## config.mk

```make
export PLATFORM = sky130hd
export DESIGN_NAME = img_sobel_3x3_flat
export DESIGN_NICKNAME = d
export VERILOG_FILES = /design/src/rtl/img_sobel_3x3_if.sv /design/src/rtl/img_sobel_3x3.sv /design/src/flat_wrapper.sv
export SDC_FILE = /design/constraint.sdc
export NUM_CORES = 1
export LEC_CHECK = 0
export ABC_AREA = 1
export CAP_MARGIN = 20
export CORE_MARGIN = 2
export CORE_UTILIZATION = 55
export CTS_CLUSTER_SIZE = 24
export DETAILED_ROUTE_END_ITERATION = 8
export PLACE_DENSITY = 0.87
export SYNTH_ARGS = -nofsm -noshare
export SYNTH_HDL_FRONTEND = slang
export SYNTH_SLANG_ARGS = --single-unit
```

## constraint.sdc

```tcl
create_clock -name clk -period 5.4 [get_ports clk]
set_input_delay 0.81 -clock clk [delete_from_list [all_inputs] [get_ports clk]]
set_output_delay 0.81 -clock clk [all_outputs]
set_load 0.01 [all_outputs]
```

## src/rtl/img_sobel_3x3_if.sv

```systemverilog
// img_sobel_3x3_if: pixel-column input and binary-pixel output bundle for the Sobel stage.
// master: drives valid_i, last/cur/next_img_data[23:0]; receives valid_o, img_data_o[23:0], eof_o.
// slave:  the Sobel stage side.
interface img_sobel_3x3_if;
    logic        valid_i;
    logic [23:0] last_img_data;
    logic [23:0] cur_img_data;
    logic [23:0] next_img_data;
    logic        valid_o;
    logic [23:0] img_data_o;
    logic        eof_o;

    modport master (
        output valid_i, last_img_data, cur_img_data, next_img_data,
        input  valid_o, img_data_o, eof_o
    );

    modport slave (
        input  valid_i, last_img_data, cur_img_data, next_img_data,
        output valid_o, img_data_o, eof_o
    );
endinterface

```

## src/rtl/img_sobel_3x3.sv

```systemverilog
// img_sobel_3x3: 3x3 Sobel |Gx|+|Gy| edge stage over three aligned row streams, thresholded to a binary pixel.
// Ports: clk; reset (sync, active-high); threshold[7:0] (edge threshold, applied every cycle);
//   bus (slave): valid_i, last/cur/next_img_data[23:0] in (luma in [7:0]);
//   valid_o, img_data_o[23:0] = {3{pix8}}, eof_o (with the last pixel of a frame) out.
// Build option SOBEL_GRAD_OUT_EN: output the saturated gradient magnitude instead of the thresholded pixel.
// Pipeline: S1 window + position, S2 Gx/Gy + border flag, S3 magnitude/threshold -> outputs (3 clk latency).
module img_sobel_3x3 #(
    parameter int IMG_WIDTH  = 1280,
    parameter int IMG_HEIGHT = 720
) (
    input  logic           clk,
    input  logic           reset,
    input  logic [7:0]     threshold,
    img_sobel_3x3_if.slave bus
);
    localparam int CW = $clog2(IMG_WIDTH);
    localparam int RW = $clog2(IMG_HEIGHT);
    localparam logic [CW-1:0] COL_LAST = CW'(IMG_WIDTH - 1);
    localparam logic [RW-1:0] ROW_LAST = RW'(IMG_HEIGHT - 1);

    // Window rows: 0 = top (last), 2 = bottom (next); columns: 0 = oldest, 2 = newest.
    logic [2:0][2:0][7:0] win_d, win_q;
    // Position of the next input beat.
    logic [CW-1:0] col_d, col_q;
    logic [RW-1:0] row_d, row_q;
    logic s1_vld_d, s1_vld_q, s1_border_d, s1_border_q, s1_eof_d, s1_eof_q;
    logic signed [10:0] gx_d, gx_q, gy_d, gy_q;
    logic s2_vld_d, s2_vld_q, s2_border_d, s2_border_q, s2_eof_d, s2_eof_q;
    logic vld_o_d, vld_o_q, eof_o_d, eof_o_q;
    logic [23:0] data_o_d, data_o_q;
    logic [10:0] abs_gx, abs_gy;
    logic [11:0] mag;
    logic [7:0]  sat8, pix8;
    logic        unused_hi;

    function automatic logic [9:0] wsum(input logic [7:0] a, input logic [7:0] b, input logic [7:0] c);
        return {2'b00, a} + {1'b0, b, 1'b0} + {2'b00, c};
    endfunction

`ifdef SOBEL_GRAD_OUT_EN
    assign unused_hi = ^{bus.last_img_data[23:8], bus.cur_img_data[23:8], bus.next_img_data[23:8], threshold};
`else
    assign unused_hi = ^{bus.last_img_data[23:8], bus.cur_img_data[23:8], bus.next_img_data[23:8]};
`endif

    always_comb begin
        col_d       = col_q;
        row_d       = row_q;
        win_d       = win_q;
        s1_border_d = s1_border_q;
        s1_eof_d    = s1_eof_q;
        s1_vld_d    = bus.valid_i;
        if (bus.valid_i) begin
            col_d       = col_q == COL_LAST ? '0 : col_q + 1'b1;
            row_d       = col_q != COL_LAST ? row_q : row_q == ROW_LAST ? '0 : row_q + 1'b1;
            win_d[0]    = {bus.last_img_data[7:0], win_q[0][2:1]};
            win_d[1]    = {bus.cur_img_data[7:0], win_q[1][2:1]};
            win_d[2]    = {bus.next_img_data[7:0], win_q[2][2:1]};
            // Columns before 2 hold stale data from the previous line, so they are masked.
            s1_border_d = col_q < CW'(2) || row_q == '0 || row_q == ROW_LAST;
            s1_eof_d    = col_q == COL_LAST && row_q == ROW_LAST;
        end
        gx_d        = gx_q;
        gy_d        = gy_q;
        s2_border_d = s2_border_q;
        s2_eof_d    = s2_eof_q;
        s2_vld_d    = s1_vld_q;
        if (s1_vld_q) begin
            gx_d        = $signed({1'b0, wsum(win_q[0][2], win_q[1][2], win_q[2][2])})
                        - $signed({1'b0, wsum(win_q[0][0], win_q[1][0], win_q[2][0])});
            gy_d        = $signed({1'b0, wsum(win_q[2][0], win_q[2][1], win_q[2][2])})
                        - $signed({1'b0, wsum(win_q[0][0], win_q[0][1], win_q[0][2])});
            s2_border_d = s1_border_q;
            s2_eof_d    = s1_eof_q;
        end
        abs_gx   = gx_q[10] ? $unsigned(-gx_q) : $unsigned(gx_q);
        abs_gy   = gy_q[10] ? $unsigned(-gy_q) : $unsigned(gy_q);
        mag      = {1'b0, abs_gx} + {1'b0, abs_gy};
        sat8     = |mag[11:8] ? 8'hFF : mag[7:0];
`ifdef SOBEL_GRAD_OUT_EN
        pix8     = s2_border_q ? 8'h00 : sat8;
`else
        pix8     = s2_border_q ? 8'h00 : sat8 > threshold ? 8'hFF : 8'h00;
`endif
        vld_o_d  = s2_vld_q;
        eof_o_d  = s2_vld_q && s2_eof_q;
        data_o_d = s2_vld_q ? {3{pix8}} : data_o_q;
    end

    always_ff @(posedge clk) begin
        if (reset) begin
            win_q       <= '0;
            col_q       <= '0;
            row_q       <= '0;
            s1_vld_q    <= 1'b0;
            s1_border_q <= 1'b0;
            s1_eof_q    <= 1'b0;
            gx_q        <= '0;
            gy_q        <= '0;
            s2_vld_q    <= 1'b0;
            s2_border_q <= 1'b0;
            s2_eof_q    <= 1'b0;
            vld_o_q     <= 1'b0;
            eof_o_q     <= 1'b0;
            data_o_q    <= '0;
        end else begin
            win_q       <= win_d;
            col_q       <= col_d;
            row_q       <= row_d;
            s1_vld_q    <= s1_vld_d;
            s1_border_q <= s1_border_d;
            s1_eof_q    <= s1_eof_d;
            gx_q        <= gx_d;
            gy_q        <= gy_d;
            s2_vld_q    <= s2_vld_d;
            s2_border_q <= s2_border_d;
            s2_eof_q    <= s2_eof_d;
            vld_o_q     <= vld_o_d;
            eof_o_q     <= eof_o_d;
            data_o_q    <= data_o_d;
        end
    end

    assign bus.valid_o    = vld_o_q;
    assign bus.eof_o      = eof_o_q;
    assign bus.img_data_o = data_o_q;
endmodule
```

## src/flat_wrapper.sv

```systemverilog
// flat-port wrapper written by rule: the top's interface ports become plain ports
module img_sobel_3x3_flat 
#(
    parameter int IMG_WIDTH  = 1280,
    parameter int IMG_HEIGHT = 720
)
  (clk, reset, threshold, bus_valid_i, bus_last_img_data, bus_cur_img_data, bus_next_img_data, bus_valid_o, bus_img_data_o, bus_eof_o);
  img_sobel_3x3_if bus_i ();
  input  logic clk;
  input  logic reset;
  input  logic [7:0] threshold;
  input wire logic [$bits(bus_i.valid_i)-1:0] bus_valid_i;
  input wire logic [$bits(bus_i.last_img_data)-1:0] bus_last_img_data;
  input wire logic [$bits(bus_i.cur_img_data)-1:0] bus_cur_img_data;
  input wire logic [$bits(bus_i.next_img_data)-1:0] bus_next_img_data;
  output wire logic [$bits(bus_i.valid_o)-1:0] bus_valid_o;
  output wire logic [$bits(bus_i.img_data_o)-1:0] bus_img_data_o;
  output wire logic [$bits(bus_i.eof_o)-1:0] bus_eof_o;
  assign bus_i.valid_i = bus_valid_i;
  assign bus_i.last_img_data = bus_last_img_data;
  assign bus_i.cur_img_data = bus_cur_img_data;
  assign bus_i.next_img_data = bus_next_img_data;
  assign bus_valid_o = bus_i.valid_o;
  assign bus_img_data_o = bus_i.img_data_o;
  assign bus_eof_o = bus_i.eof_o;
  img_sobel_3x3 #(.IMG_WIDTH(IMG_WIDTH), .IMG_HEIGHT(IMG_HEIGHT)) u_core (.clk(clk), .reset(reset), .threshold(threshold), .bus(bus_i));
endmodule
```

==> summary.txt <==
RUN
----------------------------------------------------------------------------------------------------
Number of max-cap violations ..........................................................            0

CRITICAL PATH
----------------------------------------------------------------------------------------------------
Slowest CP cell ....................................................................... sky130_fd_sc_hd__dfxtp_1
Worst path arrival time ...............................................................      4.08 ns
Worst Reg2Reg Path Length in Cells ....................................................           25
Crit-path max cell delay ..............................................................      0.32 ns
FF-to-FF setup slack ..................................................................      1.63 ns
Maximum fanout along the worst path ...................................................            7
Levels on crit path ...................................................................           25
Family with the most delay on the worst path .......................................... simple AND/OR/NAND/NOR gates
Cell occurring most often along the worst timing path ................................. sky130_fd_sc_hd__nand2_1
Buffer and inverter count on the worst path ...........................................            3
Sort of element at the end of the critical path .......................................     register
Data required time of the worst path ..................................................      5.71 ns
Reg-to-reg critical path endpoint ..................................................... u_core.bus.img_data_o[22]$_SDFFE_PP0P_
Launching element type of the critical path ...........................................     register
Origin of the critical flop-to-flop path .............................................. u_core.gx_q[0]$_SDFFE_PP0P_
Type of the worst setup path ..........................................................      reg2reg

DRT
----------------------------------------------------------------------------------------------------
First drt pass iteration count ........................................................            7
Count of routing violations after the opening detailed-route iteration ................          446
Via count .............................................................................         6722
DRC ...................................................................................            2
Per-cell routed wire length ...........................................................     13.83 um
Aggregate routed wire length ..........................................................     17470 um
Detailed-route vias per instance ......................................................        5.322
Post-route ant nets ...................................................................            0

STA
----------------------------------------------------------------------------------------------------
Headroom to the max-slew limit ........................................................       40.53%
Worst Skew ............................................................................   0.01461 ns
Final setup fails .....................................................................            0
Final period util .....................................................................       69.89%
Setup repair after global routing missed its margin ...................................        false
Transition at the pin with the smallest max-transition slack ..........................    0.8888 ns
Tightest hold margin ..................................................................    0.4405 ns
Final min period ......................................................................     3.774 ns
Number of pins with negative max-slew slack in the final report .......................            0
Final setup TNS .......................................................................         0 ns
Post-route setup slack ................................................................     1.626 ns
Final count of hold timing violations .................................................            0
Timing-limited maximum frequency ......................................................    265.0 MHz

LOGIC SYNTHESIS
----------------------------------------------------------------------------------------------------
Seq cells post-synth ..................................................................          124
Syn. warnings .........................................................................            0
Async set-or-reset flop fraction in the synthesized netlist ...........................           0%
Unique cell type count in the Yosys netlist ...........................................           40
Cell area after technology mapping .................................................... 0.008104 mm^2
Post-synth EDFFs ......................................................................            0
Part of the Yosys area used for sequential elements ...................................       30.63%
Top FF cell, synth .................................................................... sky130_fd_sc_hd__dfxtp_1
Cell count after synthesis ............................................................         1039
Mapped Nets ...........................................................................         1233
Mean instance size in the synthesized netlist .........................................   7.800 um^2

POWER
----------------------------------------------------------------------------------------------------
Standby leakage power .................................................................     3.994 nW
Largest voltage drop on the vdd net ...................................................  0.0003342 V
Power density cells ................................................................... 451.1 mW/mm^2

CELLS AND AREA
----------------------------------------------------------------------------------------------------
Ant diodes ............................................................................            0
Count of non-filler cells in the finished layout ......................................         1263
Number of nets in the layout ..........................................................         1260
Leading cell types in the layout, fill and taps excluded .............................. 152 x sky130_fd_sc_hd__inv_1, 133 x sky130_fd_sc_hd__nand2_1, 124 x sky130_fd_sc_hd__dfxtp_1
Layout cells sized above 1 ............................................................       5.190%
Most common cell after layout, fill and taps aside .................................... sky130_fd_sc_hd__inv_1
Layout area overhead ..................................................................       13.68%

CLOCK TREE
----------------------------------------------------------------------------------------------------
CTS tree ..............................................................................        built
CTS H-tree depth ......................................................................            4
Clock-pin slew reported for the worst setup and hold paths after clock tree synthesis .      0.05 ns
Post-cts resize count .................................................................            0
Root buffer selected by CTS ........................................................... sky130_fd_sc_hd__clkbuf_16
CTS buffer count ......................................................................           17
Number of buffers between clock root and the deepest sink .............................            2
Number of clock sinks seen by CTS .....................................................          124
Clock network latency to the later pin of the worst-skew pair .........................      0.42 ns
Number of setup buffers added after CTS ...............................................            0
Number of buffers added to fix hold violations after cts ..............................            0

MIN PATH
----------------------------------------------------------------------------------------------------
Hold Path End ......................................................................... u_core.bus.eof_o$_SDFF_PP0_
Min-delay src ......................................................................... u_core.s2_eof_q$_SDFFE_PP0P_
Worst hold path depth .................................................................            2
Worst min path class ..................................................................      reg2reg

DIE
----------------------------------------------------------------------------------------------------
Initial Utilization ...................................................................       55.97%
Full die area ......................................................................... 0.01572 mm^2
Die span in x .........................................................................     125.4 um
Vertical die dimension ................................................................     125.4 um
Placeable core area ................................................................... 0.01448 mm^2
I/O pin cnt ...........................................................................          109
Num rows ..............................................................................           44

PLACEMENT
----------------------------------------------------------------------------------------------------
Pre-CTS setup slack ...................................................................     1.729 ns
Placed wire-length estimate ...........................................................     12380 um
Port Buffer Count .....................................................................           60
Placer Congestion .....................................................................       0.8756
Placed Instances ......................................................................         1231

RUN STATUS
----------------------------------------------------------------------------------------------------
Failing checks ........................................................................          DRC
Status ................................................................................ complete, but fails checks

GLOBAL ROUTE
----------------------------------------------------------------------------------------------------
Grt ovf ...............................................................................            0
Vias in the first global route ........................................................         6726
Wire length of the first global-routing pass ..........................................     30370 um
Aggregate global-route resource usage .................................................       23.49%
Maximum number of pins on one net before global-route repair ..........................           82
Initial antenna violation count .......................................................            0

[logic make-up (layout without fill, tap and decap cells)]
| group | count (synthesis) | after routing | synth area share, % |
|---|---|---|---|
| AND/OR/NAND/NOR | 340 | 340 | 18.16 |
| AO/OA/AOI/OAI | 221 | 221 | 14.07 |
| buffers and inverters | 216 | 256 | 11.26 |
| flip-flops | 124 | 124 | 30.63 |
| adder cells (fa/ha/maj) | 111 | 111 | 22.97 |
| XOR/XNOR | 27 | 27 | 2.918 |
[worst reg2reg max path: stages, from the launching register on]
cell and delay, ns:
sky130_fd_sc_hd__dfxtp_1 0.32, sky130_fd_sc_hd__inv_1 0.14, sky130_fd_sc_hd__ha_1 0.19, sky130_fd_sc_hd__inv_1 0.04, sky130_fd_sc_hd__nor2_1 0.13, sky130_fd_sc_hd__nand2_1 0.10
sky130_fd_sc_hd__nor3_1 0.21, sky130_fd_sc_hd__nand3_1 0.15, sky130_fd_sc_hd__nand2_1 0.10, sky130_fd_sc_hd__xor2_1 0.17, sky130_fd_sc_hd__ha_1 0.30, sky130_fd_sc_hd__nand2_1 0.15
sky130_fd_sc_hd__inv_1 0.05, sky130_fd_sc_hd__a21oi_1 0.18, sky130_fd_sc_hd__nand3_1 0.10, sky130_fd_sc_hd__nand2_1 0.08, sky130_fd_sc_hd__nand2_1 0.07, sky130_fd_sc_hd__nor2_2 0.23
sky130_fd_sc_hd__nand3_1 0.13, sky130_fd_sc_hd__ha_1 0.31, sky130_fd_sc_hd__a21oi_1 0.14, sky130_fd_sc_hd__o21ai_0 0.09, sky130_fd_sc_hd__nand3_1 0.07, sky130_fd_sc_hd__o211ai_1 0.08
sky130_fd_sc_hd__nand3_1 0.08, sky130_fd_sc_hd__nand2_1 0.05
[final cells by class]
type	count	area, um^2
Timing Repair Buffer	63	618.1
Inverter	161	604.3
Clock inverter	6	58.81
Tap cell	184	230.2
Sequential cell	124	2482
Fill cell	1181	5266
Multi-Input combinational cell	699	4710
Clock buffer	26	509.2
[routing by layer]
| layer | vias to the layer above | global-route usage (%) | wire length (um) |
|---|---|---|---|
| met5 | - | 0 | 0 |
| li1 | 3361 | - | - |
| met1 | 3158 | 28.47 | 7545 |
| met2 | 174 | 40.89 | 8745 |
| met3 | 29 | 5.135 | 821 |
| met4 | 0 | 9.085 | 353 |
[sequential cells by signal, summed over array words and instances, names as in the netlist, 10 cells and up]
signal	flops
u_core.gy_q	11
u_core.gx_q	11
u_core.win_q	72
u_core.col_q	11
u_core.row_q	10
[through the flow]
step,power [mW],utilization (%),cell area [um^2]
floorplan,2.584,-,8104
global placement,2.939,59.70,8645
detailed placement,3.020,59.70,8645
CTS,4.155,63.63,9213
global route,4.510,63.63,9213
finish,4.156,63.63,9213
[report_power, final]
part	internal [mW]	total (mW)	switching [mW]	leakage, nW
clock	0.691	1.09	0.399	0.284
sequential	0.999	1.07	0.0727	1.02
combinational	0.815	1.99	1.18	2.69
total	2.50	4.16	1.65	3.99
[cells in the mapped netlist (3+ instances only)]
master | n | area share (%)
sky130_fd_sc_hd__ha_1 | 48 | 7.4
sky130_fd_sc_hd__o21a_1 | 3 | 0.28
sky130_fd_sc_hd__o22ai_1 | 4 | 0.31
sky130_fd_sc_hd__inv_1 | 152 | 7.0
sky130_fd_sc_hd__clkbuf_1 | 21 | 0.97
sky130_fd_sc_hd__inv_2 | 8 | 0.37
sky130_fd_sc_hd__or2_2 | 3 | 0.23
sky130_fd_sc_hd__o21ai_1 | 10 | 0.62
sky130_fd_sc_hd__xnor2_1 | 6 | 0.65
sky130_fd_sc_hd__nor4_1 | 3 | 0.23
sky130_fd_sc_hd__o21ai_0 | 105 | 6.5
sky130_fd_sc_hd__buf_2 | 9 | 0.56
sky130_fd_sc_hd__nand3_1 | 42 | 2.6
sky130_fd_sc_hd__fa_1 | 63 | 16
sky130_fd_sc_hd__nand4_1 | 11 | 0.85
sky130_fd_sc_hd__nor3_1 | 12 | 0.74
sky130_fd_sc_hd__a21oi_1 | 89 | 5.5
sky130_fd_sc_hd__nor2_1 | 118 | 5.5
sky130_fd_sc_hd__dfxtp_1 | 124 | 31
sky130_fd_sc_hd__nor2_2 | 5 | 0.39
sky130_fd_sc_hd__a31oi_1 | 4 | 0.31
sky130_fd_sc_hd__nand2_1 | 133 | 6.2
sky130_fd_sc_hd__buf_4 | 24 | 2.2
sky130_fd_sc_hd__xor2_1 | 21 | 2.3
[worst max path at each step]
| stage | from | endpoint | slack (ns) |
|---|---|---|---|
| after detailed placement | u_core.gx_q[0]$_SDFFE_PP0P_ | u_core.bus.img_data_o[22]$_SDFFE_PP0P_ | 1.73 |
| after global routing | u_core.gx_q[0]$_SDFFE_PP0P_ | u_core.bus.img_data_o[22]$_SDFFE_PP0P_ | 1.21 |
| after floorplan | u_core.win_q[50]$_SDFFE_PP0P_ | u_core.gx_q[7]$_SDFFE_PP0P_ | 2.17 |
| after CTS | u_core.gx_q[0]$_SDFFE_PP0P_ | u_core.bus.img_data_o[22]$_SDFFE_PP0P_ | 1.68 |
| final | u_core.gx_q[0]$_SDFFE_PP0P_ | u_core.bus.img_data_o[22]$_SDFFE_PP0P_ | 1.63 |
| after global placement | u_core.gx_q[0]$_SDFFE_PP0P_ | u_core.bus.img_data_o[22]$_SDFFE_PP0P_ | 1.80 |
No activity file was read; power rests on OpenSTA's default activity.
